File: config.mk
export PLATFORM = sky130hd
export DESIGN_NAME = fetch_unit
export DESIGN_NICKNAME = d
export VERILOG_FILES = /design/src/rtl/fetch_pkg.sv /design/src/rtl/fetch_queue.sv /design/src/rtl/fetch_unit.sv
export SDC_FILE = /design/constraint.sdc
export NUM_CORES = 1
export LEC_CHECK = 0
export ABC_AREA = 1
export BUFFER_PORTS_ARGS = -buffer_cell sky130_fd_sc_hd__buf_2
export CORE_MARGIN = 2
export CORE_UTILIZATION = 54
export DETAILED_ROUTE_END_ITERATION = 12
export PLACE_DENSITY = 0.77
export SLEW_MARGIN = 20
export SYNTH_ARGS = -nofsm -noshare
export SYNTH_HDL_FRONTEND = slang
export SYNTH_HIERARCHICAL = 1
export SYNTH_SLANG_ARGS = --single-unit
export TNS_END_PERCENT = 10
File: constraint.sdc
create_clock -name clk -period 6.4 [get_ports clk]
set_input_delay 0.64 -clock clk [delete_from_list [all_inputs] [get_ports clk]]
set_output_delay 0.64 -clock clk [all_outputs]
set_load 0.01 [all_outputs]
File: src/rtl/fetch_pkg.sv
// Shared definitions for the fetch stage: instruction field positions and the queue entry type.
package fetch_pkg;

  localparam int OPC_HI   = 15;
  localparam int OPC_LO   = 10;
  localparam int SRC_HI   = 9;
  localparam int SRC_LO   = 7;
  localparam int DST_HI   = 6;
  localparam int DST_LO   = 4;
  localparam int SHAMT_HI = 3;
  localparam int SHAMT_LO = 0;

  localparam logic [OPC_HI-OPC_LO:0] NOP_OPC = '0;

  localparam int ENTRY_PC_W    = 32;
  localparam int ENTRY_INSTR_W = 16;

  typedef struct packed {
    logic [ENTRY_PC_W-1:0]    pc;
    logic [ENTRY_INSTR_W-1:0] instr;
  } fetch_entry_t;

endpackage

File: src/rtl/fetch_queue.sv
// Prefetch FIFO holding fetched {pc, instr} entries; flush overrides push and pop.
module fetch_queue
  import fetch_pkg::*;
#(
  parameter int  DEPTH   = 4,
  parameter type entry_t = fetch_entry_t
) (
  input  logic                       clk,
  input  logic                       rst,
  input  logic                       push,
  input  entry_t                     push_data,
  input  logic                       pop,
  input  logic                       flush,
  output logic [$clog2(DEPTH):0]     count,
  output entry_t                     head
);

  localparam int AW    = $clog2(DEPTH);
  localparam int CNT_W = AW + 1;

  entry_t             mem_q [DEPTH];
  entry_t             mem_d [DEPTH];
  logic [AW-1:0]      wr_ptr_q, wr_ptr_d;
  logic [AW-1:0]      rd_ptr_q, rd_ptr_d;
  logic [CNT_W-1:0]   count_q, count_d;
  logic               do_push, do_pop;

  always_comb begin
    mem_d    = mem_q;
    wr_ptr_d = wr_ptr_q;
    rd_ptr_d = rd_ptr_q;
    count_d  = count_q;
    do_push  = push && (count_q != CNT_W'(DEPTH));
    do_pop   = pop && (count_q != '0);
    if (flush) begin
      wr_ptr_d = '0;
      rd_ptr_d = '0;
      count_d  = '0;
    end else begin
      if (do_push) begin
        mem_d[wr_ptr_q] = push_data;
        wr_ptr_d        = wr_ptr_q + AW'(1);
      end
      if (do_pop) begin
        rd_ptr_d = rd_ptr_q + AW'(1);
      end
      case ({do_push, do_pop})
        2'b10:   count_d = count_q + CNT_W'(1);
        2'b01:   count_d = count_q - CNT_W'(1);
        default: count_d = count_q;
      endcase
    end
  end

  always_ff @(posedge clk or posedge rst) begin
    if (rst) begin
      mem_q    <= '{default: '0};
      wr_ptr_q <= '0;
      rd_ptr_q <= '0;
      count_q  <= '0;
    end else begin
      mem_q    <= mem_d;
      wr_ptr_q <= wr_ptr_d;
      rd_ptr_q <= rd_ptr_d;
      count_q  <= count_d;
    end
  end

  assign count = count_q;
  assign head  = mem_q[rd_ptr_q];

endmodule

File: src/rtl/fetch_unit.sv
// Instruction fetch stage: PC, synchronous ROM read, prefetch queue, decode handshake and redirect.
// Optional FETCH_PERF_CNT_EN adds saturating pop/stall counters. ROM image is supplied through ROM_INIT.
module fetch_unit
  import fetch_pkg::*;
#(
  parameter int               PC_W        = 32,
  parameter int               INSTR_W     = 16,
  parameter int               ADDR_W      = 10,
  parameter int               QUEUE_DEPTH = 4,
  parameter logic [PC_W-1:0]  RESET_PC    = '0,
  parameter logic [INSTR_W-1:0] ROM_INIT [2**ADDR_W] = '{default: '0}
) (
  input  logic               clk,
  input  logic               rst,
  input  logic               redirect_en,
  input  logic [PC_W-1:0]    redirect_pc,
  input  logic               out_ready,
  output logic               out_valid,
  output logic [INSTR_W-1:0] out_instr,
  output logic [PC_W-1:0]    out_pc,
  output logic [5:0]         opcode,
  output logic [2:0]         src,
  output logic [2:0]         dst,
  output logic [3:0]         shiftamount,
  output logic [PC_W-1:0]    fetch_pc
`ifdef FETCH_PERF_CNT_EN
  ,
  output logic [31:0]        perf_fetched,
  output logic [31:0]        perf_stall
`endif
);

  localparam int CNT_W = $clog2(QUEUE_DEPTH) + 1;

  typedef struct packed {
    logic [PC_W-1:0]    pc;
    logic [INSTR_W-1:0] instr;
  } entry_t;

  logic [PC_W-1:0]    fetch_pc_q, fetch_pc_d;
  logic [PC_W-1:0]    rd_pc_q, rd_pc_d;
  logic [INSTR_W-1:0] rd_data_q, rd_data_d;
  logic               inflight_q, inflight_d;
  logic               issue, push, pop;
  logic [CNT_W:0]     occupancy;
  logic [CNT_W-1:0]   q_count;
  entry_t             q_head, q_push_data;

  // Credit check counts the read in flight so a returning word always has a free slot.
  always_comb begin
    occupancy   = (CNT_W+1)'(q_count) + (CNT_W+1)'(inflight_q);
    issue       = !redirect_en && (occupancy < (CNT_W+1)'(QUEUE_DEPTH));
    push        = inflight_q && !redirect_en;
    pop         = out_valid && out_ready && !redirect_en;
    fetch_pc_d  = fetch_pc_q;
    rd_pc_d     = rd_pc_q;
    rd_data_d   = rd_data_q;
    inflight_d  = issue;
    if (redirect_en) begin
      fetch_pc_d = redirect_pc;
    end else if (issue) begin
      fetch_pc_d = fetch_pc_q + PC_W'(1);
      rd_pc_d    = fetch_pc_q;
      rd_data_d  = ROM_INIT[fetch_pc_q[ADDR_W-1:0]];
    end
    q_push_data = '{pc: rd_pc_q, instr: rd_data_q};
  end

  always_ff @(posedge clk or posedge rst) begin
    if (rst) begin
      fetch_pc_q <= RESET_PC;
      rd_pc_q    <= '0;
      rd_data_q  <= '0;
      inflight_q <= 1'b0;
    end else begin
      fetch_pc_q <= fetch_pc_d;
      rd_pc_q    <= rd_pc_d;
      rd_data_q  <= rd_data_d;
      inflight_q <= inflight_d;
    end
  end

  fetch_queue #(
    .DEPTH   (QUEUE_DEPTH),
    .entry_t (entry_t)
  ) u_queue (
    .clk       (clk),
    .rst       (rst),
    .push      (push),
    .push_data (q_push_data),
    .pop       (pop),
    .flush     (redirect_en),
    .count     (q_count),
    .head      (q_head)
  );

  always_comb begin
    out_valid   = (q_count != '0);
    out_instr   = out_valid ? q_head.instr : '0;
    out_pc      = out_valid ? q_head.pc : '0;
    opcode      = out_valid ? out_instr[OPC_HI:OPC_LO] : NOP_OPC;
    src         = out_instr[SRC_HI:SRC_LO];
    dst         = out_instr[DST_HI:DST_LO];
    shiftamount = out_instr[SHAMT_HI:SHAMT_LO];
    fetch_pc    = fetch_pc_q;
  end

`ifdef FETCH_PERF_CNT_EN
  logic [31:0] perf_fetched_q, perf_fetched_d;
  logic [31:0] perf_stall_q, perf_stall_d;

  always_comb begin
    perf_fetched_d = perf_fetched_q;
    perf_stall_d   = perf_stall_q;
    if (pop && (perf_fetched_q != '1)) begin
      perf_fetched_d = perf_fetched_q + 32'd1;
    end
    if (out_valid && !out_ready && (perf_stall_q != '1)) begin
      perf_stall_d = perf_stall_q + 32'd1;
    end
  end

  always_ff @(posedge clk or posedge rst) begin
    if (rst) begin
      perf_fetched_q <= '0;
      perf_stall_q   <= '0;
    end else begin
      perf_fetched_q <= perf_fetched_d;
      perf_stall_q   <= perf_stall_d;
    end
  end

  assign perf_fetched = perf_fetched_q;
  assign perf_stall   = perf_stall_q;
`endif

endmodule

==> flow_summary.yaml, run 1 <==
status:
  status: "complete, no violations"
global_route:
  overflow: 0
  grtUsageMet3_pct: 3.21
  grt_pass1_vias: 10300
  gr-usage-met1_pct: 35.8
  top_usage_layer: "met2"
  grtUsageMet2_pct: 41.3
  grt_usage_pct: 25.3
  grt_max_degree: 134
  grt_pass1_wl_um: 51100
  antenna_found_initial: 0
placement:
  dp.final_hpwl_um: 18400
  gp_congestion: 0.956
  placed_area_um2: 13400
  port_buffers: 132
  dpl.cell_count: 1985
  place_ws_ns: 3.44
hold_path:
  hp-class: "in -> async"
critical_path:
  slowest_delay_ns: 0.62
  cp_num_buf_inv: 4
  worstSetupPathType: "reg -> out"
  end_kind: "output pin"
  cp_top_family: "buffers and inverters"
  crit_arrival_ns: 2.93
  worstPathMaxFanout: 50
  slowest_stage: "inv_2"
  worstSetupStartpointType: "register"
  cp_cell_sequence: "inv_2 > buf_4 > o21ai_0 > o22ai_1 > inv_1 > nor2_1 > buf_2"
  required_ns: 5.76
routing:
  vias_per_cell: 5.43
  vias: 11000
  first_pass_iters: 6
  ant_nets: 0
  drcViolationCount: 0
  wl_per_cell_um: 15.3
  totalWireLength_um: 31100
  first_iter_violations: 950
timing:
  min_period_ns: 3.57
  setup-violations-final: 0
  maxSlewHeadroom_pct: 26.1
  fin_crit_sh_pct: 55.8
  clock_skew_ns: 0.0152
  fmax_mhz: 280
  worst_slack_ns: 2.83
  drv_slew: 0
  finalHoldViolCount: 0
  worst_pin_slew_ns: 1.11
  rsz0062_at_grt: "no"
  final.setup.tns_ns: 0
floorplan:
  fp.dieArea_um2: 25100
  die-width_um: 158
  fp-row-count: 56
  core_region_area_um2: 23500
  ios: 133
  die_y_um: 158
  start_util_pct: 54.8
clocking:
  clkTransAtPathRegs_ns: 0.07
  cts_hold_buf: 0
  clockBufferDepth: 3
  clock-root-buffer: "clkbuf_16"
  cts_inserted_buffers: 27
  clock-sinks: 264
  postCtsResizedCells: 0
  cts-htree-levels: 1
  tritoncts: "built"
  clock_latency_ns: 0.54
  post_cts_buffers: 0
flow_run:
  maxCapViolCount: 0
synth:
  async_flop_share_pct: 100
  yosysSeqAreaShare_pct: 51.3
  synth_cell_types: 40
  synth_ff_type: "dfrtp_1"
  synthTopCellsByArea: "dfrtp_1, nand2_1, o21ai_0"
  yosys.area.top_type_share_pct: 51.3
  synth.ff_latch_count: 264
  syn_inst: 1621
  synth_edf_count: 0
  yosysMostFrequentCell: "nand2_1"
  synth_top_area_cell: "dfrtp_1"
  synthTopCellsByCount: "nand2_1, dfrtp_1, nor2_1, o21ai_0, o21ai_1"
  syn_area_um2: 12900
  ys_warn_count: 6
  synth_area_per_cell_um2: 7.94
power:
  power_leakage_uw: 0.00714
  power_density_nw_per_um2: 302
  ir_worst_vdd_mv: 0.160
layout:
  final_cells: 2034
  fin_nets: 1737
  final_area_um2: 14200
  antenna_cells: 0
  postLayoutCoreUtil_pct: 60.7
  layout-drive-gt1-share_pct: 12.4
  syn_to_final_growth_pct: 10.7
layout by cell type (no fill, tap or decap), types with 2 or more instances in the layout:
master	count
clkinv_2	5
inv_2	5
clkbuf_1	6
nand2_2	4
nand3_1	36
ha_1	5
conb_1	16
inv_6	2
nand2_1	382
a211oi_1	4
o22ai_1	49
o21ai_1	163
nand2_4	7
clkbuf_16	27
nor2_1	210
dfrtp_1	263
inv_8	2
nand4_1	3
o21a_1	2
o21ai_0	172
o211ai_1	10
inv_1	152
nor2_2	4
clkbuf_8	5
buf_4	7
nor2_4	5
a21oi_1	21
clkinv_4	2
buf_2	132
per-layer routing:
metal,vias to the layer above,share of wire (%)
met1,5216,45
met3,47,7.0
li1,5349,-
met5,-,0
met4,0,2.0
met2,428,46
path summary, 6_finish.rpt:
check	slack [ns]	depth (start not counted)	to	from
worst max-delay path	2.83	7	out_pc[13]	u_queue/rd_ptr_q[0]
worst min-delay path	0.30	2	u_queue/mem_q[168]	rst
worst max register to register	4.19	7	u_queue/mem_q[37]	u_queue/count[1]
worst min register to register	0.48	2	u_queue/mem_q[97]	u_queue/mem_q[97]
max in group asynchronous	4.62	3	u_queue/mem_q[55]	rst
min in group clk	0.34	3	fetch_pc[18]	redirect_pc[18]
worst register-to-register path, delay by kind of cell, from the launching register on:
family                 cells  cell delay [ns]
AND/OR/NAND/NOR            5             0.73
buffers and inverters      1             0.65
flip-flops                 1             0.46
AO/OA/AOI/OAI              1             0.22
through the flow:
| stage | hold slack (ns) | total power, µW |
|---|---|---|
| 6_report | 0.302 | 4300 |
| 5_1_grt | 0.340 | 4540 |
| 4_1_cts | 0.328 | 4330 |
| 3_5_place_dp | 0.468 | 2780 |
| 3_3_place_gp | 0.460 | 2750 |
| 2_1_floorplan | 0.442 | 2580 |
cell type report:
class / instances / area, µm²
Clock buffer: 38 / 767
Clock inverter: 11 / 97.6
Fill cell: 2095 / 9230
Inverter: 159 / 612
Multi-Input combinational cell: 1104 / 5050
Sequential cell: 264 / 6610
Tap cell: 319 / 399
Timing Repair Buffer: 139 / 713
cells by family (layout without fill, tap and decap cells):
| family | Yosys count | after routing | share of synthesized area (%) |
|---|---|---|---|
| flops | 264 | 264 | 51.3 |
| fa+ha+maj | 6 | 6 | 0.641 |
| buf+inv | 268 | 347 | 9.94 |
| compound gates | 425 | 425 | 17.4 |
| xor+xnor | 2 | 2 | 0.136 |
| simple gates | 655 | 655 | 20.5 |
| other cells | 1 | 16 | 0.0291 |
flip-flops by register name, summed over array words and instances, names as in the netlist:
signal / count
u_queue/rd_ptr_q: 2
u_queue/count: 3
inflight_q: 1
u_queue/mem_q: 192
rd_pc_q: 32
u_queue/wr_ptr_q: 2
fetch_pc: 32
report_power, final:
group | internal [µW] | leakage [µW] | total, µW | switching, µW
sequential | 1930 | 0.00342 | 2100 | 167
clock | 879 | 0.000427 | 1540 | 657
combinational | 252 | 0.00330 | 670 | 418
(Power assumes the default switching activity.)
==> run 2: changes to the inputs <==
- CORE_UTILIZATION: 54 -> 60
- PLACE_DENSITY: 0.77 -> 0.81
- clock period: 6.4 -> 3.3 ns (I/O delays scaled with it)
==> run 2 against run 1 <==
Against the previous run:
- first-iteration DRC count shrank 13%
- highest routed layer unchanged
- design area grew 1.2%
- clock skew decreased by 0.0064 ns
==> flow_summary.yaml, run 2 (synthesized netlist as in run 1, its figures left out) <==
status:
  status: "complete, no violations"
floorplan:
  ios: 133
  fp-row-count: 53
  fp.dieArea_um2: 22600
  core_region_area_um2: 21000
  die_y_um: 150
  die-width_um: 150
  start_util_pct: 61.2
routing:
  first_iter_violations: 828
  ant_nets: 0
  totalWireLength_um: 30300
  first_pass_iters: 5
  vias_per_cell: 5.55
  wl_per_cell_um: 15.1
  vias: 11100
  drcViolationCount: 0
placement:
  gp_congestion: 0.934
  port_buffers: 132
  place_ws_ns: 0.955
  dpl.cell_count: 1956
  dp.final_hpwl_um: 19200
timing:
  finalHoldViolCount: 0
  setup-violations-final: 0
  rsz0062_at_grt: "no"
  maxSlewHeadroom_pct: 27.7
  fmax_mhz: 352
  worst_pin_slew_ns: 1.08
  drv_slew: 0
  final.setup.tns_ns: 0
  clock_skew_ns: 0.00885
  fin_crit_sh_pct: 86.2
  min_period_ns: 2.84
  worst_slack_ns: 0.456
layout:
  postLayoutCoreUtil_pct: 68.6
  final_cells: 2005
  antenna_cells: 0
  final_common_cell: "nand2_1"
  largest_reg_flops: 192
  mostFrequentLayoutCells: "nand2_1, dfrtp_1, nor2_1"
  layout-drive-gt1-share_pct: 13.2
  fin_nets: 1753
  fill_cells: 1761
  syn_to_final_growth_pct: 12.0
  top_register: "u_queue/mem_q"
power:
  power_density_nw_per_um2: 585
  p_total_uw: 8440
  power_leakage_uw: 0.00725
  ir_worst_vdd_mv: 0.350
global_route:
  grt_pass1_vias: 10100
  grt_usage_pct: 27.0
  antenna_found_initial: 0
  grt_max_degree: 98
  overflow: 0
  grt_pass1_wl_um: 50000
critical_path:
  required_ns: 2.97
  crit_arrival_ns: 2.51
  regToRegSetupSlack_ns: 1.17
  worstPathMaxFanout: 97
  rr_worst_depth: 7
  worstSetupPathType: "reg -> out"
  worstSetupStartpointType: "register"
  end_kind: "output pin"
clocking:
  cts_inserted_buffers: 27
  cts-htree-levels: 1
  clock_latency_ns: 0.53
  clockBufferDepth: 3
  clock-root-buffer: "clkbuf_16"
  clkTransAtPathRegs_ns: 0.06
  tritoncts: "built"
  clock-sinks: 264
flow_run:
  maxCapViolCount: 0
hold_path:
  hp-class: "in -> reg"
  worstHoldPathCells: 3
run 2: what timing repair did:
action / in CTS / in global routing
gates resized for setup: 0 / 0
setup buffers: 0 / 0
hold endpoints to repair: 37 / 0
hold buffers: 1 / 0
run 2: power by group:
group          switching [µW]  internal [µW]  leakage, µW
Combinational             809            500      0.00340
Sequential                321           3740      0.00342
Clock                    1260           1810     0.000435
Total                    2390           6050      0.00725
run 2: metrics by stage:
| stage | hold WS [ns] | cell area [µm²] |
|---|---|---|
| after floorplan | 0.442 | 12900 |
| after global placement | 0.283 | 13500 |
| after detailed placement | 0.284 | 13500 |
| after CTS | 0.0281 | 14400 |
| after global routing | 0.0572 | 14400 |
| final | 0.0353 | 14400 |
run 2: worst paths after layout:
| kind | startpoint | end |
|---|---|---|
| max | u_queue/rd_ptr_q[0] | out_pc[9] |
| min | redirect_pc[23] | fetch_pc[23] |
| max reg2reg | inflight_q | u_queue/mem_q[141] |
| min reg2reg | u_queue/mem_q[140] | u_queue/mem_q[140] |
| max in group asynchronous | rst | u_queue/mem_q[161] |
| min in group asynchronous | rst | rd_pc_q[18] |
run 2: area by class of cell:
class / count / area [µm²] / area share [%]
Tap cell: 275 / 344 / 2.39
Timing Repair Buffer: 155 / 911 / 6.32
Multi-Input combinational cell: 1104 / 5050 / 35.0
Sequential cell: 264 / 6610 / 45.8
Clock buffer: 37 / 783 / 5.43
Clock inverter: 11 / 115 / 0.798
Inverter: 159 / 608 / 4.22
run 2: metal layers:
layer	vias up	track usage (%)	share of wire [%]
met5	-	0	0
met4	0	7.74	2.0
met3	58	4.00	8.4
met2	479	42.0	46
met1	5209	40.0	43
li1	5381	-	-
run 2: critical path, stage by stage, from the launching register on:
cell	delay (ns)
dfrtp_2	0.36
buf_4	0.73
o21ai_0	0.25
o22ai_1	0.21
inv_1	0.08
nor2_1	0.10
buf_2	0.14
